### config.mk
export PLATFORM = sky130hd
export DESIGN_NAME = rc4_xor_stream
export DESIGN_NICKNAME = d
export VERILOG_FILES = /design/src/rtl/rc4_pkg.sv /design/src/rtl/rc4_ks_fifo.sv /design/src/rtl/rc4_xor_stream.sv
export SDC_FILE = /design/constraint.sdc
export NUM_CORES = 1
export LEC_CHECK = 0
export ABC_AREA = 0
export CAP_MARGIN = 10
export CORE_UTILIZATION = 55
export CTS_CLUSTER_DIAMETER = 40
export CTS_CLUSTER_SIZE = 16
export DETAILED_ROUTE_END_ITERATION = 10
export PLACE_DENSITY = 0.83
export SYNTH_ARGS = -nofsm -noshare
export SYNTH_HDL_FRONTEND = slang
export SYNTH_SLANG_ARGS = --single-unit
export TNS_END_PERCENT = 100
### constraint.sdc
create_clock -name clk -period 4.8 [get_ports clk]
set_clock_uncertainty 0.2 [all_clocks]
set_input_delay 0.96 -clock clk [delete_from_list [all_inputs] [get_ports clk]]
set_output_delay 0.96 -clock clk [all_outputs]
set_load 0.005 [all_outputs]
### src/rtl/rc4_pkg.sv
// Shared types and default constants for the RC4 keystream consumer.
package rc4_pkg;

  typedef logic [7:0] byte_t;

  typedef enum logic [0:0] {
    F_WAIT,
    F_BLANK
  } fetch_state_e;

  localparam int unsigned KS_DEPTH_DEF = 4;
  localparam int unsigned DROP_N_DEF   = 256;
  localparam int unsigned CNT_W_DEF    = 32;

endpackage

### src/rtl/rc4_ks_fifo.sv
// Keystream prefetch FIFO with show-ahead head output; DEPTH must be a power of two.
module rc4_ks_fifo
  import rc4_pkg::*;
#(
  parameter int unsigned DEPTH = KS_DEPTH_DEF
) (
  input  logic                     clk,
  input  logic                     rst,
  input  logic                     push,
  input  byte_t                    push_data,
  input  logic                     pop,
  output byte_t                    head,
  output logic                     full,
  output logic                     empty,
  output logic [$clog2(DEPTH):0]   level
);

  localparam int unsigned AW = $clog2(DEPTH);
  localparam int unsigned LW = AW + 1;

  byte_t         mem_q [DEPTH];
  logic [AW-1:0] wr_ptr_q, rd_ptr_q;
  logic [LW-1:0] level_q;
  logic          push_ok, pop_ok;

  assign full    = (level_q == LW'(DEPTH));
  assign empty   = (level_q == '0);
  assign push_ok = push && !full;
  assign pop_ok  = pop && !empty;
  assign head    = mem_q[rd_ptr_q];
  assign level   = level_q;

  // Pointers wrap naturally because DEPTH is a power of two.
  always_ff @(posedge clk) begin
    if (rst) begin
      wr_ptr_q <= '0;
      rd_ptr_q <= '0;
      level_q  <= '0;
    end else begin
      if (push_ok) wr_ptr_q <= wr_ptr_q + 1'b1;
      if (pop_ok)  rd_ptr_q <= rd_ptr_q + 1'b1;
      if (push_ok && !pop_ok) begin
        level_q <= level_q + 1'b1;
      end else if (pop_ok && !push_ok) begin
        level_q <= level_q - 1'b1;
      end
    end
  end

  always_ff @(posedge clk) begin
    if (push_ok) mem_q[wr_ptr_q] <= push_data;
  end

endmodule

### src/rtl/rc4_xor_stream.sv
// XORs a valid/ready byte stream with prefetched RC4 keystream bytes.
// Define RC4_DROP_EN to discard the first DROP_N keystream bytes after reset (RC4-drop[N]).
module rc4_xor_stream
  import rc4_pkg::*;
#(
  parameter int unsigned KS_DEPTH = KS_DEPTH_DEF,
  parameter int unsigned DROP_N   = DROP_N_DEF,
  parameter int unsigned CNT_W    = CNT_W_DEF
) (
  input  logic                      clk,
  input  logic                      rst,
  input  logic                      ks_valid,
  input  logic [7:0]                ks_data,
  output logic                      ks_next,
  input  logic                      in_valid,
  output logic                      in_ready,
  input  logic [7:0]                in_data,
  input  logic                      in_last,
  output logic                      out_valid,
  input  logic                      out_ready,
  output logic [7:0]                out_data,
  output logic                      out_last,
  output logic [CNT_W-1:0]          byte_cnt,
  output logic [$clog2(KS_DEPTH):0] ks_level
);

  fetch_state_e     state_q;
  logic             ks_next_q;
  logic             out_valid_q, out_last_q;
  byte_t            out_data_q;
  logic [CNT_W-1:0] byte_cnt_q;

  logic  capture, push, accept;
  logic  fifo_full, fifo_empty;
  byte_t fifo_head;

  assign capture  = (state_q == F_WAIT) && ks_valid && !fifo_full;
  assign in_ready = !fifo_empty && (!out_valid_q || out_ready);
  assign accept   = in_valid && in_ready;

  // The generator keeps key_valid high one cycle past nxt_key, so F_BLANK waits
  // for it to drop before allowing the next capture.
  always_ff @(posedge clk) begin
    if (rst) begin
      state_q   <= F_WAIT;
      ks_next_q <= 1'b0;
    end else begin
      case (state_q)
        F_WAIT: begin
          if (capture) begin
            ks_next_q <= 1'b1;
            state_q   <= F_BLANK;
          end
        end
        F_BLANK: begin
          ks_next_q <= 1'b0;
          if (!ks_valid) state_q <= F_WAIT;
        end
        default: begin
          ks_next_q <= 1'b0;
          state_q   <= F_WAIT;
        end
      endcase
    end
  end

`ifdef RC4_DROP_EN
  localparam int unsigned DW = (DROP_N > 0) ? $clog2(DROP_N + 1) : 1;

  logic [DW-1:0] drop_cnt_q;
  logic          dropping;

  assign dropping = (drop_cnt_q < DW'(DROP_N));
  assign push     = capture && !dropping;

  always_ff @(posedge clk) begin
    if (rst) begin
      drop_cnt_q <= '0;
    end else if (capture && dropping) begin
      drop_cnt_q <= drop_cnt_q + 1'b1;
    end
  end
`else
  logic unused_drop_n;

  assign unused_drop_n = |DROP_N;
  assign push          = capture;
`endif

  rc4_ks_fifo #(
    .DEPTH (KS_DEPTH)
  ) u_ks_fifo (
    .clk       (clk),
    .rst       (rst),
    .push      (push),
    .push_data (ks_data),
    .pop       (accept),
    .head      (fifo_head),
    .full      (fifo_full),
    .empty     (fifo_empty),
    .level     (ks_level)
  );

  always_ff @(posedge clk) begin
    if (rst) begin
      out_valid_q <= 1'b0;
      out_data_q  <= '0;
      out_last_q  <= 1'b0;
      byte_cnt_q  <= '0;
    end else if (accept) begin
      out_valid_q <= 1'b1;
      out_data_q  <= in_data ^ fifo_head;
      out_last_q  <= in_last;
      byte_cnt_q  <= byte_cnt_q + 1'b1;
    end else if (out_ready) begin
      out_valid_q <= 1'b0;
    end
  end

  assign ks_next   = ks_next_q;
  assign out_valid = out_valid_q;
  assign out_data  = out_data_q;
  assign out_last  = out_last_q;
  assign byte_cnt  = byte_cnt_q;

endmodule

Word-level counts from Yosys, hierarchy flattened --
Memory sizes are Yosys's and may differ from the RTL's. A register that Yosys moved wholly into a read port is not among the register bits. Index checks and enable logic that the tools add are counted. W data, S select, Z words.
Storage, ports and cells: bits in registers 51, bits in writable memories 32, input bits 22, output and inout bits 47, word-level logic and storage cells 49, memories 1
Cells by class: add/subtract/negate cells 5, eq/ne operators 2, multiplexer cells 13, bitwise gates (word level) 2, reduce and logical (&&, ||, !) cells 17
Memories:
- u_ks_fifo.mem_q | words 4, width 8, read ports 1, clocked after memory_dff 1, write ports 1, line rc4_ks_fifo.sv:21 | byte_t mem_q [DEPTH];
Operator list (count):
- $add A32 B1 Y32 const B | 1
- $logic_and A1 B1 Y1 | 8
- $xor A8 B8 Y8 | 1
- $mux W1 | 7
- $mux W3 | 2
- $logic_not A1 Y1 | 5
- $add A2 B1 Y2 const B | 2
- $mux W2 | 2
- $pmux W1 S2 | 2
- $reduce_bool A2 Y1 | 2
- $add A3 B1 Y3 const B | 1
- $eq A3 B3 Y1 const B | 1
- $logic_not A3 Y1 | 1
- $sub A3 B1 Y3 const B | 1
- $ne A2 B1 Y1 const B | 1
- $logic_or A1 B1 Y1 | 1
- $not A1 Y1 | 1

Longest topological paths before layout --
Gate-level depths: netlist (run 1).
word-level depth 8, depth in mapped cells 11, mapped depth without buffers 9

Cells and area by module --
Synthesis (run 1) repeated with hierarchy kept, for this count alone.
Second synthesis, totals: cell total of the unflattened synthesis 324, area, all modules 3623.5 µm²
By module, submodules not included:
- rc4_xor_stream | times used 1, cells each 234, area an instance 2003.2 µm²
- rc4_ks_fifo | times used 1, cells each 90, area an instance 1620.3 µm²

Least setup slack after synthesis (run 1) --
Ideal clock, no wire load.
kind input-to-reg, start input port out_ready, end register u_ks_fifo.level_q[2] (netlist: u_ks_fifo.level[2]), setup time 70 ps, arrival 2748 ps, data required time 4530 ps, path slack 1782 ps, stages on the path 11, cell sequence nand2b_1 buf_2 and3_4 inv_4 buf_6 ha_1 inv_1 fa_1 xor2_1 or3_1 a21oi_1
On the way: cells in the longest elaborated chain, start to end 7, elaborated cells between the ends (all ways) 9, classes of those cells mux: 1; reduce/logical: 8
RTL lines:
- start, declared | line rc4_xor_stream.sv:20 | input logic out_ready,
- $logic_or A1 B1 Y1 * | line rc4_xor_stream.sv:38 | assign in_ready = !fifo_empty && (!out_valid_q || out_ready);
- $logic_and A1 B1 Y1 * | line rc4_xor_stream.sv:38
- $logic_and A1 B1 Y1 * | line rc4_xor_stream.sv:39 | assign accept = in_valid && in_ready;
- $logic_and A1 B1 Y1 * | line rc4_ks_fifo.sv:29 | assign pop_ok = pop && !empty;
- $logic_not A1 Y1 | line rc4_ks_fifo.sv:42 | if (push_ok && !pop_ok) begin
- $logic_and A1 B1 Y1 | line rc4_ks_fifo.sv:42
- $mux W3 or $reduce_bool A2 Y1 (tied branches)
- end signal, assigned | line rc4_ks_fifo.sv:43 | level_q <= level_q + 1'b1;
- end signal, assigned | line rc4_ks_fifo.sv:45 | level_q <= level_q - 1'b1;
- end, declared | line rc4_ks_fifo.sv:23 | logic [LW-1:0] level_q;
Mark *: on every way between the ends. The rest lies on a longest branch, timed or not. A chain may end at the register's enable or synchronous reset.

Worst setup path after layout (run 1) --
start input port out_ready, end output port in_ready
On the way: cells in the longest elaborated chain, start to end 2
RTL lines:
- $logic_or A1 B1 Y1 | line rc4_xor_stream.sv:38
- $logic_and A1 B1 Y1 | line rc4_xor_stream.sv:38
- end, declared | line rc4_xor_stream.sv:16 | output logic in_ready,
Every way passes these cells.

==> metrics.txt, run 1 <==
Flop pwr share=50.3%; number of global-route vias before repair=2650; synthesis-to-finish area growth=22.89%; Nets=435; min-delay worst type=register to register; CP Capture Type=primary output; synth warn=0; hold-fix buffers at CTS=0; storage element area=0.002022 mm^2; met3 Track Usage GR=5.871%; ys async rst share=0%; Worst path max stage delay=0.49 ns; core area=0.006794 mm^2; Netlist Area Pre-Place=0.003875 mm^2; Die ar.=0.007385 mm^2; worst reg2reg path startpoint=u_ks_fifo.level[0]$_SDFFE_PP0P_; clock slew at reported path FFs=0.08 ns; cell mode on critical path=clkdlybuf4s50_1; Iter 0 DRT Violations=143; combined area of the multi-input logic cells=0.001732 mm^2; max_slew headroom=20.87%; Yosys cell types=43; switching power=0.5353 mW; largest net degree at the start of global routing=70; worst vdd ir=0.0002711 V; post-DP HPWL=5591 um; worst path cell trace=clkdlybuf4s50_1, nand2b_1, and2_1, clkdlybuf4s50_1; routed vias/inst=5.653; TNS Setup=0 ns; Comb pwr share=23.8%; most frequent cells in the layout=67 x clkdlybuf4s50_1, 53 x dfxtp_1, 36 x nor2_1; # resized after CTS=0; WP data arrival=2.40 ns; post-CTS setup buffers=0; CP startpoint=out_ready; DRC viols=0; Critical Path Start Type=input pin; worst setup path end=in_ready; Leak=1.600 nW; first-pass detailed-route iteration total=4; via count=2866; Worst Max-Slew Pin Slew=1.187 ns; CTS Buf Count=9; Worst path slowest cell=clkdlybuf4s50_1; DRT antenna net count=0; Fmax achieved=280.8 MHz; RePlAce Congestion=0.7919; required time of the worst setup path=3.64 ns; grt peak-use layer=met2; CP Depth=4; Overall Power=1.803 mW; Final Hold Vio Count=0; R2R depth=9; TritonCTS clock tree=done; Power Density=378.6 mW/mm^2; Tmin final=3.562 ns; Syn Nets=374; drt total wl=7819 um; Tot GR Track Use=22.94%; Reg-to-Reg End=u_ks_fifo.level[2]$_SDFFE_PP0P_; # fillers=500; reg2reg setup slack=1.86 ns; Pint=1.268 mW; WP buf/inv=2; first-pass GRT wire length=13020 um; maximum capacitance violations=0; number of H-tree levels=3; Port Buffers=68; outcome=complete, no violations; Post-Syn Instances=345; CTS Sinks=85; critical path class=input pin to primary output; routing usage on met2=38.53%; delay-heaviest family, CP=buffers and inverters; I/O pins=69; EDFF count, synth=32; RSZ-0062 raised after global routing=no; final antenna diode count=0; Die X-Extent=85.94 um; root buf cell=clkbuf_8; insertion delay to the later sink of the worst-skew pair=0.35 ns; layout cell share with drive strength beyond 1=10.22%; Cell Rows=30; period utilization=74.21%; Avg Cell Area, Syn=11.23 um^2; most common cell after layout, fill and taps aside=clkdlybuf4s50_1; die height=85.94 um; CTS Buffer Depth=2; GR Layer Usage met1=29.32%; Seq/Total Area, Yosys=52.18%; Setup Viol. Count Final=0; total grt overflow=0; #FFs+latches synth=85; initial antenna violation count=0; CP Max Fanout=9; max-slew violations=0; clock share of power=25.9%; WL/cell=15.42 um; Main synth FF type=dfxtp_1; Initial Util=57.03%; Net Sw Frac=29.69%
==> Yosys cell counts (7+ instances only) <==
master | instances | area [um^2]
nand4_1 | 8 | 50.05
nor2b_1 | 17 | 106.4
nor4_1 | 10 | 62.56
or4_1 | 9 | 67.56
nor2_1 | 36 | 135.1
edfxtp_1 | 32 | 960.9
nand2_1 | 18 | 67.56
mux2_1 | 12 | 135.1
a211oi_1 | 8 | 60.06
dfxtp_1 | 53 | 1061
clkbuf_1 | 10 | 37.54
inv_1 | 7 | 26.28
mux4_2 | 8 | 180.2
o31ai_1 | 7 | 52.55
xnor2_1 | 11 | 96.34
and2_1 | 7 | 43.79
nand3_1 | 11 | 55.05
a21oi_1 | 16 | 80.08
==> worst min path at each step <==
| stage | end | cells after the start | startpoint | slack, ns |
|---|---|---|---|---|
| floorplan | ks_next$_SDFFE_PP0P_ | 1 | state_q$_SDFF_PP0_ | 0.22 |
| global route | ks_next$_SDFFE_PP0P_ | 1 | state_q$_SDFF_PP0_ | 0.30 |
| finish | ks_next$_SDFFE_PP0P_ | 1 | state_q$_SDFF_PP0_ | 0.26 |
| global placement | ks_next$_SDFFE_PP0P_ | 1 | state_q$_SDFF_PP0_ | 0.23 |
| CTS | ks_next$_SDFFE_PP0P_ | 1 | state_q$_SDFF_PP0_ | 0.26 |
| detailed placement | ks_next$_SDFFE_PP0P_ | 1 | state_q$_SDFF_PP0_ | 0.25 |
==> routing by layer <==
metal,share of wire [%],wire length [um],vias to the layer above
li1,-,-,1391
met1,42,3287,1384
met2,51,4005,83
met3,5.7,449,8
met4,0.97,76,0
met5,0,0,-
==> power by group through the flow <==
stage	clock network [mW]	registers (mW)	logic, mW
final	0.467	0.906	0.430
after CTS	0.475	0.909	0.435
after global routing	0.509	0.920	0.472
after floorplan	0	0.891	0.306
after detailed placement	0	0.926	0.433
after global placement	0	0.922	0.413
==> per-stage QoR <==
step           worst slack [ns]  instance area (um^2)  hold slack (ns)  utilization (%)  cells
3_3_place_gp              1.181                  4582           0.2301            67.44    491
5_1_grt                   1.166                  4762           0.3041            70.09    507
2_1_floorplan             1.782                  3875           0.2161                -    345
3_5_place_dp              1.091                  4582           0.2465            67.44    491
4_1_cts                   1.232                  4762           0.2619            70.09    507
6_report                  1.238                  4762           0.2577            70.09    507
==> kinds of logic after synthesis <==
kind of cell | Yosys count | synth area share, %
compound gates | 36 | 5.715
xor+xnor | 16 | 3.616
fa+ha+maj | 7 | 2.454
buf+inv | 26 | 3.132
flops | 85 | 52.18
mux | 27 | 10.20
simple gates | 148 | 22.70
==> area by class of cell <==
| class | count | share of cell area (%) |
|---|---|---|
| repair buffers | 68 | 14.19 |
| well taps | 96 | 2.522 |
| multi-input cells | 234 | 36.36 |
| clock inverters | 7 | 1.182 |
| clock buffers | 9 | 2.601 |
| inverters | 8 | 0.6831 |
| flip-flops and latches | 85 | 42.46 |
==> flip-flops by register name, summed over array words and instances, names as in the netlist, named ones only <==
| signal | cells |
|---|---|
| out_data | 8 |
| u_ks_fifo.level | 3 |
| u_ks_fifo.mem_q | 32 |
| out_valid | 1 |
| byte_cnt | 32 |
| out_last | 1 |
| u_ks_fifo.rd_ptr_q | 2 |
| ks_next | 1 |
| state_q | 1 |
| u_ks_fifo.wr_ptr_q | 2 |
(Power assumes the default switching activity.)
==> inputs of run 2 (changes only) <==
Settings changed: CORE_UTILIZATION 55 to 47, PLACE_DENSITY 0.83 to 0.75.
Clock period 4.8 ns to 3.26 ns, I/O delays scaled along.
==> run 2 against run 1 <==
Against the previous run:
- sequential share of layout area fell by 0.52 points
- global-route usage down 3.4 points
- first-iteration DRC count up 2.1%
- final area up 1.2%
- critical path depth grew 1
- utilization shrank 8.7 points
- largest cell class unchanged
- setup slack worse by 0.84 ns
- non-clock buffer count grew 6
==> metrics.txt, run 2 (synthesis results as in run 1) <==
outcome=complete, no violations; post-DP HPWL=5515 um (-1.4%); min-delay worst type=register to register; final antenna diode count=0 (unchanged); Port Buffers=68 (unchanged); hold-fix buffers at CTS=0 (unchanged); Initial Util=49.38% (-7.7 points); WL/cell=15.12 um (-2.0%); Overall Power=2.702 mW (+50%); number of H-tree levels=3 (unchanged); Iter 0 DRT Violations=146 (+2.1%); synthesis-to-finish area growth=24.41%; Tmin final=2.862 ns; number of global-route vias before repair=2719 (+2.6%); CP Max Fanout=8 (-1); Die ar.=0.008612 mm^2 (+17%); first-pass GRT wire length=13080 um (+0.42%); routed vias/inst=5.534 (-2.1%); via count=2872 (+0.21%); DRC viols=0 (unchanged); Cell Rows=32 (+6.7%); root buf cell=clkbuf_8; CTS Buf Count=9 (unchanged); RePlAce Congestion=0.8420 (+6.3%); drt total wl=7846 um (+0.35%); TritonCTS clock tree=done; period utilization=87.79%; worst vdd ir=0.0003388 V (+25%); critical path class=input pin to primary output; Leak=1.635 nW (+2.2%); Die X-Extent=92.80 um (+8.0%); CP Capture Type=primary output; first-pass detailed-route iteration total=4 (unchanged); Tot GR Track Use=19.56% (-3.4 points); WP data arrival=2.01 ns (-0.39 ns); Fmax achieved=349.4 MHz; I/O pins=69 (unchanged); CTS Buffer Depth=2 (unchanged); most frequent cells in the layout=67 x clkdlybuf4s50_1, 53 x dfxtp_1, 36 x nor2_1; initial antenna violation count=0 (unchanged); Final Hold Vio Count=0 (unchanged); largest net degree at the start of global routing=55 (-21%); CTS Sinks=85 (unchanged); Power Density=560.4 mW/mm^2 (+48%); maximum capacitance violations=0 (unchanged); TNS Setup=0 ns (unchanged); # resized after CTS=0 (unchanged); die height=92.80 um (+8.0%); clock slew at reported path FFs=0.09 ns (about the same); required time of the worst setup path=2.41 ns (-1.23 ns); DRT antenna net count=0 (unchanged); Critical Path Start Type=input pin; RSZ-0062 raised after global routing=no; total grt overflow=0 (unchanged); max_slew headroom=36.79% (+16 points); core area=0.007848 mm^2 (+16%); post-CTS setup buffers=0 (unchanged); Setup Viol. Count Final=0 (unchanged); Worst Max-Slew Pin Slew=0.9481 ns (-0.2388 ns); insertion delay to the later sink of the worst-skew pair=0.36 ns (about the same); Nets=441 (+1.4%); max-slew violations=0 (unchanged); most common cell after layout, fill and taps aside=clkdlybuf4s50_1; layout cell share with drive strength beyond 1=11.51% (+1.3 points)
[run 2: changes by cell type in the layout (fill, tap and decap cells not counted), sizes merged]
cell	previous run	this run
buf	1	7
clkinv	2	0
clkinvlp	2	1
inv	11	14
[run 2: path summary, 6_finish.rpt]
kind | start | to | slack, ns | cells after the start
hold reg to reg | state_q$_SDFF_PP0_ | ks_next$_SDFFE_PP0P_ | 0.26 | 1
hold / removal | state_q$_SDFF_PP0_ | ks_next$_SDFFE_PP0P_ | 0.26 | 1
setup reg to reg | u_ks_fifo.level[0]$_SDFFE_PP0P_ | u_ks_fifo.level[2]$_SDFFE_PP0P_ | 0.60 | 9
setup / recovery | out_ready | in_ready | 0.40 | 5
[run 2: per-layer routing]
layer | routed length [um] | part of all wire [%] | vias to the layer above | track usage, %
li1 | - | - | 1405 | -
met1 | 3471 | 44 | 1389 | 25.13
met2 | 3964 | 51 | 71 | 33.39
met3 | 336 | 4.3 | 7 | 3.941
met4 | 74 | 0.94 | 0 | 5.385
met5 | 0 | 0 | - | 0
[run 2: final cells by class]
type                       count  area, um^2
inverter                       8       32.53
sequential                    85        2022
clock inverter                 7       62.56
tap                          102       127.6
timing repair buffer          74       720.7
fill                         659        3027
clock buffer                   9       123.9
multi-input combinational    234        1732
[run 2: power breakdown]
group          switching, mW  internal [mW]
Combinational          0.281          0.371
Sequential             0.103           1.23
Clock                  0.427          0.296
Total                  0.810           1.89
[run 2: metrics by stage]
stage | hold WS, ns | cells | setup slack, ns | utilization, % | cell area, um^2
global placement | 0.2261 | 503 | 0.3432 | 59.06 | 4634
floorplan | 0.2161 | 345 | 0.5500 | - | 3875
CTS | 0.2558 | 519 | 0.3841 | 61.43 | 4821
global route | 0.2888 | 519 | 0.2919 | 61.43 | 4821
finish | 0.2574 | 519 | 0.3979 | 61.43 | 4821
detailed placement | 0.2404 | 503 | 0.2561 | 59.06 | 4634
[run 2: critical path, stage by stage]
cell,delay (ns)
clkdlybuf4s50_1,0.44
nand2b_1,0.12
buf_4,0.16
and2_1,0.13
clkdlybuf4s50_1,0.50
==> inputs of run 3 (changes only) <==
Settings changed: CTS_CLUSTER_SIZE 16 to 10.
==> results of run 3 <==
No change in the layout: final DEF, timing and power equal those of run 2.
